===== config.mk =====
export PLATFORM = sky130hd
export DESIGN_NAME = sr_flag_bank_flat
export DESIGN_NICKNAME = d
export VERILOG_FILES = /design/src/rtl/sr_flag_bank_if.sv /design/src/rtl/sr_flag_bank.sv /design/src/flat_wrapper.sv
export SDC_FILE = /design/constraint.sdc
export NUM_CORES = 1
export LEC_CHECK = 0
export CAP_MARGIN = 20
export CORE_UTILIZATION = 47
export CTS_CLUSTER_DIAMETER = 150
export CTS_CLUSTER_SIZE = 10
export DETAILED_ROUTE_END_ITERATION = 6
export GPL_ROUTABILITY_DRIVEN = 0
export PLACE_DENSITY = 0.86
export SLEW_MARGIN = 10
export SYNTH_ARGS = -nofsm -noshare
export SYNTH_HDL_FRONTEND = slang
export SYNTH_SLANG_ARGS = --single-unit

===== constraint.sdc =====
create_clock -name clk -period 2.8 [get_ports clk]
set_clock_uncertainty 0.15 [all_clocks]
set_input_delay 0.56 -clock clk [delete_from_list [all_inputs] [get_ports clk]]
set_output_delay 0.56 -clock clk [all_outputs]
set_load 0.05 [all_outputs]

===== src/rtl/sr_flag_bank_if.sv =====
// Event-flag bank bus: raw set/clr requests, interrupt mask,
// snapshot read handshake and flag/interrupt status.
interface sr_flag_bank_if #(
   parameter int CHANNELS = 8
);
   logic [CHANNELS-1:0] set;
   logic [CHANNELS-1:0] clr;
   logic [CHANNELS-1:0] irq_mask;
   logic                rd_req;
   logic                rd_ready;
   logic [CHANNELS-1:0] q;
   logic [CHANNELS-1:0] q_n;
   logic                rd_valid;
   logic [CHANNELS-1:0] rd_data;
   logic                irq;

   modport master (
      output set, clr, irq_mask, rd_req, rd_ready,
      input  q, q_n, rd_valid, rd_data, irq
   );

   modport slave (
      input  set, clr, irq_mask, rd_req, rd_ready,
      output q, q_n, rd_valid, rd_data, irq
   );
endinterface


===== src/rtl/sr_flag_bank.sv =====
// Multi-channel sticky set/reset flags with synchronised inputs,
// conflict resolution, snapshot read port and masked interrupt.
module sr_flag_bank #(
   parameter int CHANNELS      = 8,
   parameter int SYNC_STAGES   = 2,
   parameter int MODE          = 0,
   parameter int EDGE          = 0,
   parameter int CLEAR_ON_READ = 1
) (
   input  logic           clk,
   input  logic           reset,
   sr_flag_bank_if.slave  bus
);

   typedef logic [CHANNELS-1:0] vec_t;

   logic [SYNC_STAGES-1:0][CHANNELS-1:0] set_sync_q;
   logic [SYNC_STAGES-1:0][CHANNELS-1:0] clr_sync_q;

   vec_t set_prev_q, clr_prev_q;
   vec_t q_q, q_d;
   vec_t rd_data_q, rd_data_d;
   logic rd_valid_q, rd_valid_d;
   logic irq_q, irq_d;

   vec_t set_syn, clr_syn;
   vec_t s_eff, c_eff;
   vec_t both, both_res, upd, set_win;
   logic accept;

   always_ff @(posedge clk or posedge reset) begin
      if (reset) begin
         set_sync_q <= '0;
         clr_sync_q <= '0;
      end else begin
         set_sync_q[0] <= bus.set;
         clr_sync_q[0] <= bus.clr;
         for (int i = 1; i < SYNC_STAGES; i++) begin
            set_sync_q[i] <= set_sync_q[i-1];
            clr_sync_q[i] <= clr_sync_q[i-1];
         end
      end
   end

   assign set_syn = set_sync_q[SYNC_STAGES-1];
   assign clr_syn = clr_sync_q[SYNC_STAGES-1];

   always_comb begin
      s_eff = set_syn;
      c_eff = clr_syn;
      if (EDGE != 0) begin
         s_eff = set_syn & ~set_prev_q;
         c_eff = clr_syn & ~clr_prev_q;
      end
   end

   // Resolution applied only where both requests land together
   always_comb begin
      both     = s_eff & c_eff;
      both_res = '0;
      set_win  = s_eff & ~c_eff;
      unique case (MODE)
         0:       both_res = '0;
         1: begin
            both_res = '1;
            set_win  = s_eff;
         end
         2:       both_res = q_q;
         default: both_res = ~q_q;
      endcase
      upd = (s_eff & ~c_eff)
          | (both & both_res)
          | (~s_eff & ~c_eff & q_q);
   end

   assign accept = bus.rd_req & (~rd_valid_q | bus.rd_ready);

   always_comb begin
      q_d        = upd;
      rd_data_d  = rd_data_q;
      rd_valid_d = rd_valid_q;
      if (accept) begin
         rd_data_d  = q_q;
         rd_valid_d = 1'b1;
         // A set winning this cycle survives the clear-on-read
         if (CLEAR_ON_READ != 0)
            q_d = upd & (~q_q | set_win);
      end else if (bus.rd_ready) begin
         rd_valid_d = 1'b0;
      end
      irq_d = |(q_d & bus.irq_mask);
   end

   always_ff @(posedge clk or posedge reset) begin
      if (reset) begin
         set_prev_q <= '0;
         clr_prev_q <= '0;
         q_q        <= '0;
         rd_data_q  <= '0;
         rd_valid_q <= 1'b0;
         irq_q      <= 1'b0;
      end else begin
         set_prev_q <= set_syn;
         clr_prev_q <= clr_syn;
         q_q        <= q_d;
         rd_data_q  <= rd_data_d;
         rd_valid_q <= rd_valid_d;
         irq_q      <= irq_d;
      end
   end

   assign bus.q        = q_q;
   assign bus.q_n      = ~q_q;
   assign bus.rd_data  = rd_data_q;
   assign bus.rd_valid = rd_valid_q;
   assign bus.irq      = irq_q;

endmodule


===== src/flat_wrapper.sv =====
// flat-port wrapper written by rule: the top's interface ports become plain ports
module sr_flag_bank_flat 
#(
   parameter int CHANNELS      = 8,
   parameter int SYNC_STAGES   = 2,
   parameter int MODE          = 0,
   parameter int EDGE          = 0,
   parameter int CLEAR_ON_READ = 1
)
  (clk, reset, bus_set, bus_clr, bus_irq_mask, bus_rd_req, bus_rd_ready, bus_q, bus_q_n, bus_rd_valid, bus_rd_data, bus_irq);
  sr_flag_bank_if #(.CHANNELS(CHANNELS)) bus_i ();
  input  logic clk;
  input  logic reset;
  input wire logic [$bits(bus_i.set)-1:0] bus_set;
  input wire logic [$bits(bus_i.clr)-1:0] bus_clr;
  input wire logic [$bits(bus_i.irq_mask)-1:0] bus_irq_mask;
  input wire logic [$bits(bus_i.rd_req)-1:0] bus_rd_req;
  input wire logic [$bits(bus_i.rd_ready)-1:0] bus_rd_ready;
  output wire logic [$bits(bus_i.q)-1:0] bus_q;
  output wire logic [$bits(bus_i.q_n)-1:0] bus_q_n;
  output wire logic [$bits(bus_i.rd_valid)-1:0] bus_rd_valid;
  output wire logic [$bits(bus_i.rd_data)-1:0] bus_rd_data;
  output wire logic [$bits(bus_i.irq)-1:0] bus_irq;
  assign bus_i.set = bus_set;
  assign bus_i.clr = bus_clr;
  assign bus_i.irq_mask = bus_irq_mask;
  assign bus_i.rd_req = bus_rd_req;
  assign bus_i.rd_ready = bus_rd_ready;
  assign bus_q = bus_i.q;
  assign bus_q_n = bus_i.q_n;
  assign bus_rd_valid = bus_i.rd_valid;
  assign bus_rd_data = bus_i.rd_data;
  assign bus_irq = bus_i.irq;
  sr_flag_bank #(.CHANNELS(CHANNELS), .SYNC_STAGES(SYNC_STAGES), .MODE(MODE), .EDGE(EDGE), .CLEAR_ON_READ(CLEAR_ON_READ)) u_core (.clk(clk), .reset(reset), .bus(bus_i));
endmodule

==> run metrics, run 1 <==
max cap viols=0; total power=1.502 mW; Setup crit end kind=primary output; instance count on the critical path=2; Crit Path Category=reg -> out; endpoints failing setup=0; row count=20; Synth warnings=0; Via density=4.775; Worst-Margin Slew=0.5967 ns; crit path launch=u_core.bus.q[3]; initial antenna violation count=0; Worst Path Buf+Inv=2; switching share of power=0.2837; most common cell after layout, fill and taps aside=clkdlybuf4s50_1; Initial Util=0.5143; Worst R2R Start=u_core.bus.rd_valid; DP Area=2191 µm²; root buf cell=clkbuf_4; cts repair resizes=0; RSZ-0062 raised after global routing=false; Detailed Route WL=2900 µm; # DRC=0; critical path endpoint=bus_q_n[3]; fin util=0.7187; CP max FO=3; WP data arrival=1.71 ns; antenna diode count=0; die width=60.74 µm; Yosys reg bits=50; Die H=60.74 µm; largest net degree at the start of global routing=51; vias in the first global route=970; reg-to-reg slack, setup=1.42 ns; Largest delay share family, worst path=buffers and inverters; average wire per standard cell=13.62 µm; Pint=1.076 mW; post-synthesis sequential area ratio=0.7716; Core Footprint=3153 µm²; sw power=425.9 µW; Rel. slew slack=0.6022; Nets=196; hold buffers post-CTS=0; Setup Fix Bufs, Post-CTS=0; number of buffers added on ports=53; CP startpoint kind=flip-flop; Clk pwr share=0.261; Hold Violations, Final=0; Mean Syn Cell Area=14.74 µm²; H-tree depth=2; grt total ovfl=0; Logic pwr share=0.208; DR iter-0 viols=27; Sink Count=50; Setup TNS=0 ns; global-route usage over all layers=0.1818; Mapped Area=1622 µm²; most frequent cells in the layout=clkdlybuf4s50_1, dfrtp_1, inv_1; post-DP HPWL=2106 µm; via count=1017; final period utilization=0.8640; outcome=complete, no violations; DRT Pass-1 Iters=4; pwr dens=662.6 nW/µm²; Mapped Nets=138; Area Overhead vs Synth=39.74%; IO Pins=54; CP max stage delay=0.82 ns; Final ANT Viol Nets=0; Max Freq=413.4 MHz; peak supply drop=0.4914 mV; reg2reg end=u_core.bus.irq; Worst-path clk slew=0.13 ns; Distinct cells, synth=14; TritonCTS clock tree=yes; Critical-path top delay cell=clkdlybuf4s50_1; Cells after Synth=110; Design Area, Final=2266 µm²; worst-skew pair later-pin latency=0.36 ns; share of power burned in registers=0.532; Req. time, crit path=2.09 ns; fin crit period=2.419 ns; Fill cells=233; Slew Viols, Final=0; full die area=3689 µm²; first-pass GRT wire length=4498 µm; share of layout cells above drive strength 1=0.1065; leakage power=1.000 nW; reg2reg path depth=4; CTS Buf Count=5; CP Cell Sequence=inv_1 -> clkdlybuf4s50_1; Max Buffers Root-to-Sink=2; Hold Crit Class=reg -> reg
==> cell usage after synthesis <==
library cell / instances / area (µm²)
a311oi_2: 8 / 120.1
buf_6: 1 / 11.26
o21ai_1: 8 / 40.04
nand2_2: 1 / 6.260
nand2_1: 8 / 30.03
inv_1: 17 / 63.81
nand4_1: 1 / 6.260
nor2_1: 8 / 30.03
a22oi_1: 4 / 30.03
nand2b_1: 1 / 6.260
dfrtp_1: 50 / 1251
nand2b_4: 1 / 13.76
buf_4: 1 / 7.510
buf_2: 1 / 5.000
==> power by group through the flow <==
stage	Clock [mW]	Combinational (mW)	Sequential, mW
floorplan	0	0.0956	0.903
global placement	0	0.307	0.811
detailed placement	0	0.313	0.814
CTS	0.398	0.315	0.800
global route	0.425	0.330	0.804
finish	0.391	0.312	0.799
==> logic make-up (layout without fill, tap and decap cells) <==
logic type	after synthesis	in the layout	share of synthesized area
DFF	50	50	0.7716
AOI/OAI and AO/OA	20	20	0.1173
and+or+nand+nor	20	20	0.05711
buffers and inverters	20	79	0.05401
==> stage by stage <==
| step | setup slack, ns | hold WS (ns) | instances |
|---|---|---|---|
| global route | 0.3284 | 0.2185 | 213 |
| CTS | 0.3689 | 0.2065 | 213 |
| global placement | 0.6051 | 0.1826 | 205 |
| finish | 0.3808 | 0.2065 | 213 |
| floorplan | 0.8888 | 0.1812 | 110 |
| detailed placement | 0.5486 | 0.1855 | 205 |
==> worst min path at each step <==
stage | from | endpoint | slack [ns] | cells after the start
2_1_floorplan | u_core.clr_sync_q[0] | u_core.c_eff[0] | 0.18 | 0
3_3_place_gp | u_core.set_sync_q[0] | u_core.s_eff[0] | 0.18 | 0
3_5_place_dp | u_core.clr_sync_q[0] | u_core.c_eff[0] | 0.19 | 0
4_1_cts | u_core.set_sync_q[6] | u_core.s_eff[6] | 0.21 | 0
5_1_grt | u_core.set_sync_q[4] | u_core.s_eff[4] | 0.22 | 0
6_report | u_core.set_sync_q[6] | u_core.s_eff[6] | 0.21 | 0
==> final cells by class <==
cell class	count	area [µm²]	area share
well taps	44	55.05	0.02430
clock inverters	1	30.03	0.01325
clock buffers	7	45.04	0.01988
flip-flops and latches	50	1251	0.5522
multi-input cells	40	282.8	0.1248
inverters	17	63.81	0.02816
repair buffers	54	538.0	0.2374
==> routing by layer <==
metal | track usage | up-vias | wire, µm
li1 | - | 477 | -
met1 | 0.2006 | 488 | 1136
met2 | 0.3124 | 44 | 1534
met3 | 0.07889 | 8 | 171
met4 | 0.06818 | 0 | 57
met5 | 0 | - | 0
==> state kept, by name, indices dropped and copies added (netlist names) <==
signal,count
u_core.set_sync_q,8
u_core.clr_sync_q,8
u_core.s_eff,8
u_core.bus.irq,1
u_core.c_eff,8
u_core.bus.q,8
u_core.bus.rd_data,8
u_core.bus.rd_valid,1
Power figures use the tool's default switching activity.
==> run 2, diff against run 1 <==
Settings changed: REMOVE_ABC_BUFFERS set to 1.
==> run metrics, run 2 (synthesis results as in run 1) <==
RSZ-0062 raised after global routing=false; leakage power=1.004 nW; Final ANT Viol Nets=0; fin crit period=2.395 ns; Max Freq=417.6 MHz; outcome=complete, no violations; DRT Pass-1 Iters=4; reg2reg end=u_core.bus.irq; worst-skew pair later-pin latency=0.34 ns; via count=1070; Setup TNS=0 ns; CP max FO=3; placed insts=206; root buf cell=clkbuf_4; DR iter-0 viols=33; Detailed Route WL=3036 µm; H-tree depth=2; Crit Path Category=reg -> out; largest net degree at the start of global routing=35; pwr dens=660.7 nW/µm²; hold buffers post-CTS=0; Max Buffers Root-to-Sink=2; post-DP HPWL=2316 µm; WP data arrival=1.68 ns; Worst R2R Start=u_core.bus.rd_valid; hold path depth=0; die width=60.74 µm; IO Pins=54; Initial Util=0.5143; average wire per standard cell=14.19 µm; final period utilization=0.8553; Req. time, crit path=2.09 ns; peak supply drop=0.4401 mV; Hold Violations, Final=0; Sink Count=50; fin cells=214; endpoints failing setup=0; number of buffers added on ports=53; Via density=5.000; Worst-path clk slew=0.13 ns; Rel. slew slack=0.5799; Fill cells=216; Area Overhead vs Synth=40.43%; share of layout cells above drive strength 1=0.1176; most common cell after layout, fill and taps aside=clkdlybuf4s50_1; Worst Hold Launch=u_core.set_sync_q[6]; Nets=197; Critical-path top delay cell=clkdlybuf4s50_1; reg-to-reg slack, setup=1.33 ns; CP max stage delay=0.81 ns; # DRC=0; vias in the first global route=1076; max cap viols=0; full die area=3689 µm²; first-pass GRT wire length=4940 µm; cts repair resizes=0; Setup crit end kind=primary output; Hold Crit Class=reg -> reg; initial antenna violation count=0; Die H=60.74 µm; grt total ovfl=0; global-route usage over all layers=0.1957; Slew Viols, Final=0; reg2reg path depth=4; CP Cell Sequence=inv_1 -> clkdlybuf4s50_1; hold path endpoint=u_core.s_eff[6]; Setup Fix Bufs, Post-CTS=0; row count=20; Core Footprint=3153 µm²; CP startpoint kind=flip-flop; Worst-Margin Slew=0.6292 ns; hold slack=0.2112 ns; most frequent cells in the layout=clkdlybuf4s50_1, dfrtp_1, inv_1; CTS Buf Count=5; antenna diode count=0; TritonCTS clock tree=yes
## run 2: layout make-up
cell class	instances	area, µm²	area share
multi-input cells	40	282.8	0.1242
well taps	44	55.05	0.02418
inverters	17	63.81	0.02802
flip-flops and latches	50	1251	0.5495
clock inverters	2	37.54	0.01648
repair buffers	55	545.5	0.2396
clock buffers	6	41.29	0.01813
## run 2: how the worst max path moves through the flow
stage	start	end	slack, ns
6_report	u_core.bus.q[3]	bus_q_n[3]	0.41
4_1_cts	u_core.bus.q[4]	bus_q_n[4]	0.40
3_5_place_dp	bus_rd_req	u_core.bus.irq	0.47
2_1_floorplan	reset	u_core.bus.irq	0.89
5_1_grt	u_core.bus.q[0]	bus_q_n[0]	0.33
3_3_place_gp	bus_rd_req	u_core.bus.irq	0.65
## run 2: metal layers
layer	global-route usage	wire length, µm
met5	0	0
met4	0.09091	74
met3	0.06610	185
met2	0.3077	1580
met1	0.2482	1195
## run 2: power breakdown
group	total (mW)	internal (mW)	switching, mW
clock network	0.390	0.189	0.201
logic	0.315	0.115	0.200
registers	0.799	0.772	0.0276
## run 2: per-stage QoR
stage / cell area, µm² / setup slack [ns] / utilization / total power, mW
6_report: 2277 / 0.4051 / 0.7222 / 1.504
5_1_grt: 2277 / 0.3303 / 0.7222 / 1.574
4_1_cts: 2277 / 0.3950 / 0.7222 / 1.516
3_5_place_dp: 2198 / 0.4686 / 0.6972 / 1.130
3_3_place_gp: 2198 / 0.6543 / 0.6972 / 1.120
2_1_floorplan: 1598 / 0.8888 / - / 0.9923
## run 2: critical path, delay by kind of cell, from the launching register on
kind                   cells  cell delay (ns)
buffers and inverters      2             0.91
DFF                        1             0.43
